===== config.mk =====
export PLATFORM = sky130hd
export DESIGN_NAME = hex_digit_sched
export DESIGN_NICKNAME = d
export VERILOG_FILES = /design/src/rtl/hex_digit_sched.sv
export SDC_FILE = /design/constraint.sdc
export NUM_CORES = 1
export LEC_CHECK = 0
export BUFFER_PORTS_ARGS = -buffer_cell sky130_fd_sc_hd__buf_2
export CORE_ASPECT_RATIO = 1.5
export CORE_MARGIN = 2
export CORE_UTILIZATION = 55
export CTS_CLUSTER_DIAMETER = 120
export DETAILED_ROUTE_END_ITERATION = 16
export PLACE_DENSITY = 0.79
export SLEW_MARGIN = 10
export SYNTH_ARGS = -nofsm -noshare
export SYNTH_HDL_FRONTEND = slang
export SYNTH_SLANG_ARGS = --single-unit

===== constraint.sdc =====
create_clock -name clk -period 2.3 [get_ports clk]
set_clock_uncertainty 0.1 [all_clocks]
set_input_delay 0.345 -clock clk [delete_from_list [all_inputs] [get_ports clk]]
set_output_delay 0.345 -clock clk [all_outputs]
set_load 0.01 [all_outputs]

===== src/rtl/hex_digit_sched.sv =====
// hex_digit_sched: round-robin arbitrated BCD digit registers with blank mask and blink phase.
// Optional LAMP_TEST_EN adds a lamp_test input that forces every digit to a lit 8.
module hex_digit_sched #(
    parameter int unsigned NDIG      = 6,
    parameter int unsigned BLINK_DIV = 25000000
) (
    input  logic              clk,
    input  logic              reset_n,
    input  logic              req_a,
    input  logic [2:0]        idx_a,
    input  logic [3:0]        val_a,
    input  logic              req_b,
    input  logic [2:0]        idx_b,
    input  logic [3:0]        val_b,
    output logic              ack_a,
    output logic              ack_b,
    output logic              err,
    input  logic              clr,
    input  logic [NDIG-1:0]   blink_en,
`ifdef LAMP_TEST_EN
    input  logic              lamp_test,
`endif
    output logic [4*NDIG-1:0] bcd_out,
    output logic [NDIG-1:0]   blank_out
);
    localparam int unsigned CW = $clog2(BLINK_DIV);

    typedef enum logic [1:0] {IDLE, WRITE, HOLD} state_t;

    state_t               state_q, state_d;
    logic                 last_b_q, last_b_d;
    logic                 win_b_q, win_b_d;
    logic [2:0]           idx_q, idx_d;
    logic [3:0]           val_q, val_d;
    logic                 ack_a_q, ack_a_d, ack_b_q, ack_b_d, err_q, err_d;
    logic [NDIG-1:0][3:0] bcd_q, bcd_d;
    logic [NDIG-1:0]      blank_q, blank_d;
    logic [CW-1:0]        cnt_q;
    logic                 phase_q;
    logic                 grant_b;

    always_comb begin
        grant_b  = req_b && (!req_a || !last_b_q);
        state_d  = state_q;
        last_b_d = last_b_q;
        win_b_d  = win_b_q;
        idx_d    = idx_q;
        val_d    = val_q;
        ack_a_d  = 1'b0;
        ack_b_d  = 1'b0;
        err_d    = 1'b0;
        bcd_d    = bcd_q;
        blank_d  = blank_q;
        case (state_q)
            IDLE: if (req_a || req_b) begin
                state_d = WRITE;
                win_b_d = grant_b;
                idx_d   = grant_b ? idx_b : idx_a;
                val_d   = grant_b ? val_b : val_a;
                if (req_a && req_b) last_b_d = grant_b;
            end
            WRITE: begin
                state_d = HOLD;
                ack_a_d = !win_b_q;
                ack_b_d = win_b_q;
                err_d   = 32'(idx_q) >= NDIG;
                // non-decimal values become a dark digit so the decoder never sees 10..15
                for (int unsigned i = 0; i < NDIG; i++)
                    if (32'(idx_q) == i) begin
                        bcd_d[i]   = (val_q < 4'd10) ? val_q : 4'h0;
                        blank_d[i] = val_q >= 4'd10;
                    end
            end
            default: state_d = IDLE;
        endcase
        if (clr) begin
            bcd_d   = '0;
            blank_d = '1;
        end
    end

    always_ff @(posedge clk or negedge reset_n) begin
        if (!reset_n) begin
            state_q  <= IDLE;
            last_b_q <= 1'b1;
            win_b_q  <= 1'b0;
            idx_q    <= '0;
            val_q    <= '0;
            ack_a_q  <= 1'b0;
            ack_b_q  <= 1'b0;
            err_q    <= 1'b0;
            bcd_q    <= '0;
            blank_q  <= '1;
            cnt_q    <= '0;
            phase_q  <= 1'b0;
        end else begin
            state_q  <= state_d;
            last_b_q <= last_b_d;
            win_b_q  <= win_b_d;
            idx_q    <= idx_d;
            val_q    <= val_d;
            ack_a_q  <= ack_a_d;
            ack_b_q  <= ack_b_d;
            err_q    <= err_d;
            bcd_q    <= bcd_d;
            blank_q  <= blank_d;
            cnt_q    <= (cnt_q == CW'(BLINK_DIV - 1)) ? '0 : cnt_q + 1'b1;
            phase_q  <= phase_q ^ (cnt_q == CW'(BLINK_DIV - 1));
        end
    end

    assign ack_a = ack_a_q;
    assign ack_b = ack_b_q;
    assign err   = err_q;
`ifdef LAMP_TEST_EN
    assign bcd_out   = lamp_test ? {NDIG{4'h8}} : bcd_q;
    assign blank_out = lamp_test ? '0 : blank_q | (blink_en & {NDIG{phase_q}});
`else
    assign bcd_out   = bcd_q;
    assign blank_out = blank_q | (blink_en & {NDIG{phase_q}});
`endif
endmodule


==> results of run 1 <==
-- sequential cells by signal (all words and copies together) (netlist names) --
| register | flops |
|---|---|
| win_b_q | 1 |
| val_q | 4 |
| state_q | 2 |
| last_b_q | 1 |
| phase_q | 1 |
| cnt_q | 25 |
| idx_q | 3 |
| ack_a | 1 |
| err | 1 |
| bcd_out | 24 |
| ack_b | 1 |
| blank_q | 6 |
-- layer usage --
layer | vias to the layer above | GRT usage, %
li1 | 1105 | -
met1 | 1151 | 24.96
met2 | 54 | 37.67
met3 | 13 | 3.392
met4 | 0 | 12.67
met5 | - | 0
-- worst min-delay path: stages --
cell,delay [ns]
buf_2,0.07
mux2i_1,0.05
a21oi_1,0.13
-- through the flow --
step | setup slack, ns | std cells | total power [mW] | area [sq um]
after floorplan | 0.6978 | 273 | 2.181 | 3117
final | 0.4178 | 412 | 3.472 | 3697
after detailed placement | 0.4083 | 395 | 2.538 | 3487
after global placement | 0.4419 | 395 | 2.502 | 3487
after CTS | 0.4156 | 412 | 3.502 | 3697
after global routing | 0.2199 | 412 | 3.656 | 3697
-- repair_timing --
item                                   CTS  global route
setup endpoints to repair                0             0
gates resized for setup                  0             0
endpoints found under the hold margin   10             0
hold buffers                             1             0
setup buffers                            0             0
-- power breakdown --
group / total (mW) / switching [mW] / internal, mW
Clock: 0.959 / 0.418 / 0.541
Sequential: 1.68 / 0.174 / 1.50
Combinational: 0.834 / 0.461 / 0.373
-- layout by cell type (no fill, tap or decap), drive strengths merged, types with 2 or more instances in the layout --
| cell type | count |
|---|---|
| a21o | 6 |
| a21oi | 22 |
| a22o | 5 |
| and2 | 7 |
| and3 | 6 |
| and4 | 2 |
| buf | 61 |
| clkbuf | 16 |
| dfrtp | 63 |
| dfstp | 7 |
| inv | 5 |
| mux2 | 19 |
| mux2i | 7 |
| nand2 | 15 |
| nand3 | 6 |
| nand4 | 9 |
| nor2 | 25 |
| nor3 | 7 |
| nor3b | 2 |
| nor4 | 2 |
| nor4b | 3 |
| o21a | 2 |
| o21ai | 9 |
| o31ai | 4 |
| or3 | 4 |
| or4 | 4 |
| xnor2 | 8 |
| xor2 | 6 |
-- worst max-delay path by stage --
stage,end,depth (start not counted)
2_1_floorplan,bcd_out[1],4
3_3_place_gp,phase_q,4
3_5_place_dp,phase_q,4
4_1_cts,bcd_out[4],4
5_1_grt,phase_q,4
6_report,phase_q,4
-- final cells by class --
class | instances | area [sq um]
Inverter | 5 | 18.77
Sequential cell | 70 | 1760
Multi-Input combinational cell | 189 | 1292
Tap cell | 70 | 87.58
Clock buffer | 16 | 200.2
Fill cell | 438 | 1753
Timing Repair Buffer | 62 | 337.8
-- cell families after synthesis --
kind of cell | count (synthesis) | synth area share (%)
adder cells (fa/ha/maj) | 1 | 0.4014
multiplexers | 26 | 9.113
AO/OA/AOI/OAI | 52 | 10.24
AND/OR/NAND/NOR | 96 | 17.78
flip-flops | 70 | 56.48
buffers and inverters | 14 | 2.047
XOR/XNOR | 14 | 3.934
==> results.json, run 1 <==
{
  "status": "complete, no violations",
  "area_delta_synth_final_pct": 18.63,
  "clockBufferDepth": 2,
  "finalHoldViolCount": 0,
  "ys_warn_count": 0,
  "synth_commonest_cells": "dfrtp_1, nor2_1, a21oi_1, mux2_2, nand2_1",
  "synth-seq-cells": 70,
  "critical_path_class": "register to register",
  "synth_edf_count": 0,
  "diodes": 0,
  "arrival_ns": 1.97,
  "cp_slowest_cell": "nor3_4",
  "crit_start": "cnt_q[9]",
  "htreeDepth": 3,
  "grt_usage_pct": 21.62,
  "root_buffer": "clkbuf_8",
  "syn-instance-count": 273,
  "cts_sinks": 70,
  "tritoncts.num_buffers": 9,
  "drive_gt1_share_pct": 31.58,
  "vias": 2323,
  "drt_iter0_markers": 104,
  "syn-cell-area_sq_um": 3117,
  "power_leakage_nw": 1.782,
  "synthArstFlopShare_pct": 100.0,
  "wl_per_cell_um": 15.61,
  "worst_pin_slew_ns": 0.6156,
  "r2r_slack_ns": 0.42,
  "synth.distinct_cells": 44,
  "io_buffers": 57,
  "grt_max_degree": 61,
  "wl_met2_mm": 3.453,
  "worst-path-buf-inv": 0,
  "place.gp.congestion": 0.8539,
  "yosys-top-cells-area": "dfrtp_1, mux2_2, dfstp_2",
  "antenna_found_initial": 0,
  "finalCritPeriodShare_pct": 81.84,
  "yosysTopAreaCell": "dfrtp_1",
  "timing.rr.start": "cnt_q[9]",
  "initial_core_util_pct": 57.19,
  "fmax_mhz": 531.3,
  "holdWs_ns": 0.2070,
  "wl_mm": 6.431,
  "synth_seq_area_share_pct": 56.48,
  "die-area_sq_um": 6297,
  "die_h_um": 96.20,
  "r2r-end": "phase_q",
  "setup_tns_ns": 0,
  "grt_pass1_vias": 2228,
  "row_count": 33,
  "utilization_pct": 67.84,
  "antenna_left": 0,
  "core_sq_um": 5450,
  "cp_top_family": "simple AND/OR/NAND/NOR gates",
  "ir_worst_vdd_uv": 838.7,
  "holdPathEnd": "idx_q[2]",
  "clkTransAtPathRegs_ns": 0.07,
  "final_max_slew_viol_count": 0,
  "path_cells": "nor4b_1 -> nand2_1 -> nor3_4 -> xor2_1",
  "io_pins": 58,
  "start_kind": "register",
  "overflow": 0,
  "met3_length_um": 276,
  "min_period_ns": 1.882,
  "min_path_cells": 3,
  "clock_latency_ns": 0.33,
  "syn_avg_cell_area_sq_um": 11.42,
  "endpoint_kind": "register",
  "viasPerCell": 5.638,
  "rr_worst_depth": 4,
  "dpl.hpwl_mm": 4.634,
  "cp_max_fo": 15,
  "top_layer": "met4",
  "max_slew_margin_pct": 58.58,
  "synth_top_area_share_pct": 50.58,
  "cap_viol_max_count": 0,
  "max_stage_delay_ns": 0.56,
  "power.density_nw_per_um2": 939.1,
  "critPathRequiredTime_ns": 2.39,
  "cts_tree": "built",
  "synthesis.nets": 299,
  "hold_class": "input pin to register",
  "hp-start": "idx_a[2]",
  "synth_flop_cell": "dfrtp_1",
  "setup_viol": 0,
  "drc_errors": 0,
  "grt_pass1_wl_mm": 10.20,
  "drt_first_pass_iters": 4,
  "wl_met1_mm": 2.559,
  "die_w_um": 65.47,
  "rsz0062_at_grt": "no",
  "yosysMostFrequentCell": "dfrtp_1",
  "nets": 363
}
Note: power is estimated with default switching activity, not from simulation.
==> run 2, diff against run 1 <==
CORE_UTILIZATION = 50   (was 55)
PLACE_DENSITY = 0.76   (was 0.79)
clock period = 1.5 ns   (was 2.3 ns; I/O delays follow)
==> run 2 against run 1 <==
  * Hold slack lost 0.14 ns
  * Clock power increased by 67%
  * Critical path depth unchanged
  * Largest power group unchanged
  * Total power grew 70%
  * Global-route usage rose by 3.4 points
  * Register-to-register slack worse by 0.57 ns
  * Non-clock buffer count is 68 higher
  * Via count grew 15%
  * Largest cell class unchanged
  * Sequential share of layout area shrank 8.7 points
  * The run now ends with negative setup slack left
==> results.json, run 2 (synthesis gave the netlist of run 1 again) <==
{
  "vias": 2665,
  "grt_max_degree": 71,
  "timing.final.ws_setup_ns": -0.1537,
  "antenna_found_initial": 0,
  "max_slew_margin_pct": 65.69,
  "diodes": 0,
  "io_buffers": 57,
  "final_cell_mix": "buf_4, dfrtp_1, buf_2",
  "place.gp.congestion": 0.9062,
  "pre_cts_slack_ns": -0.2253,
  "cp_max_fo": 7,
  "drive_gt1_share_pct": 56.59,
  "row_count": 35,
  "grt_pass1_vias": 2626,
  "r2r_slack_ns": -0.15,
  "endpoint_kind": "register",
  "nets": 431,
  "io_pins": 58,
  "initial_core_util_pct": 51.20,
  "final_common_cell": "buf_4",
  "die-area_sq_um": 6894,
  "drc_errors": 0,
  "drt_first_pass_iters": 4,
  "cap_viol_max_count": 0,
  "antenna_left": 0,
  "dp_cells": 452,
  "cp_top_family": "simple AND/OR/NAND/NOR gates",
  "cts_sinks": 70,
  "ir_worst_vdd_uv": 1314,
  "critical_path_class": "register to register",
  "htreeDepth": 3,
  "clockBufferDepth": 2,
  "grt_pass1_wl_mm": 12.45,
  "worst-path-buf-inv": 0,
  "area_delta_synth_final_pct": 45.85,
  "cts_tree": "built",
  "rsz0062_at_grt": "yes",
  "wl_per_cell_um": 17.25,
  "die_h_um": 100.7,
  "start_kind": "register",
  "clkTransAtPathRegs_ns": 0.08,
  "power.internal_mw": 3.921,
  "final_cell_count_no_fill": 484,
  "hold_class": "input pin to register",
  "power.density_nw_per_um2": 1302,
  "p_switching_mw": 1.999,
  "finalHoldViolCount": 0,
  "final_max_slew_viol_count": 0,
  "finalCritPeriodShare_pct": 110.2,
  "violations": "negative setup slack",
  "power.share.clock_pct": 27.0,
  "setup_viol": 29,
  "path_cells": "ha_2 -> nand4_4 -> or4_1 -> a21oi_2",
  "grt_usage_pct": 25.01,
  "tritoncts.num_buffers": 9,
  "overflow": 0,
  "sequentialPowerShare_pct": 45.1,
  "swShare_pct": 33.76,
  "design_area_sq_um": 4546,
  "largest_reg_flops": 25,
  "largest-register": "cnt_q",
  "dpl.hpwl_mm": 5.575,
  "wl_mm": 8.347,
  "die_w_um": 68.47,
  "status": "complete, but fails checks",
  "drt_iter0_markers": 113,
  "fmax_mhz": 604.7,
  "clock_latency_ns": 0.36,
  "critPathRequiredTime_ns": 1.70,
  "min_period_ns": 1.654,
  "worst_pin_slew_ns": 0.5146,
  "pwr-share-comb_pct": 28.0,
  "core_sq_um": 6087,
  "post_dp_cell_area_sq_um": 3946,
  "viasPerCell": 5.506,
  "root_buffer": "clkbuf_8",
  "power_leakage_nw": 2.167,
  "max_stage_delay_ns": 0.54,
  "arrival_ns": 1.85,
  "cp_slowest_cell": "or4_1"
}
[run 2: changes by cell type in the layout (fill, tap and decap cells not counted), moves of 5 or more]
cell	delta
nor2_1	-11
a21oi_2	+10
buf_6	+7
dfrtp_2	+6
a21oi_1	-10
dfrtp_1	-6
nor2_4	+7
buf_4	+60
clkbuf_8	-5
and3_1	-5
[run 2: area by class of cell]
| type | instances | area [sq um] |
|---|---|---|
| clock inverters | 7 | 81.33 |
| flip-flops and latches | 70 | 1768 |
| fillers | 387 | 1541 |
| multi-input cells | 189 | 1574 |
| well taps | 74 | 92.59 |
| clock buffers | 9 | 123.9 |
| inverters | 5 | 18.77 |
| repair buffers | 130 | 887.1 |
[run 2: metal layers]
metal	routed length (um)	global-route usage (%)	part of all wire, %	vias to the layer above
li1	-	-	-	1242
met1	3071	26.48	37	1345
met2	4782	45.49	57	60
met3	294	4.469	3.5	18
met4	199	12.31	2.4	0
met5	0	0	0	-
[run 2: worst paths after layout]
kind	start	to	cells past startpoint
worst max-delay path	cnt_q[0]	cnt_q[22]	4
worst min-delay path	idx_a[2]	idx_q[2]	3
worst max register to register	cnt_q[0]	cnt_q[22]	4
worst min register to register	win_b_q	ack_a	1
max in group asynchronous	reset_n	last_b_q	3
min in group asynchronous	reset_n	bcd_out[12]	3
[run 2: repair_timing]
action,in CTS,in global routing
gates resized for setup,41,31
pin swaps,14,11
setup buffers,12,7
hold buffers,1,0
endpoints found under the hold margin,63,0
setup endpoints to repair,50,49
cloned,0,0
[run 2: metrics by stage]
stage	util, %	setup TNS (ns)	hold slack (ns)	total power, mW
after global routing	74.68	-4.255	0.08403	6.187
after detailed placement	64.83	-4.001	0.1744	4.067
after floorplan	-	-1.449	-0.1706	3.350
after global placement	64.83	-2.705	0.1736	3.993
final	74.68	-2.349	0.06878	5.920
after CTS	72.19	-1.513	0.06429	5.802
[run 2: power by group through the flow]
stage / sequential, mW / combinational (mW) / clock [mW]
2_1_floorplan: 2.66 / 0.691 / 0
3_3_place_gp: 2.59 / 1.40 / 0
3_5_place_dp: 2.62 / 1.45 / 0
4_1_cts: 2.63 / 1.57 / 1.60
5_1_grt: 2.71 / 1.80 / 1.68
6_report: 2.67 / 1.66 / 1.60
[run 2: worst register-to-register path: stages, from the launching register on]
cell and delay (ns):
dfrtp_2 0.43, ha_2 0.26, nand4_4 0.14, or4_1 0.54
a21oi_2 0.13
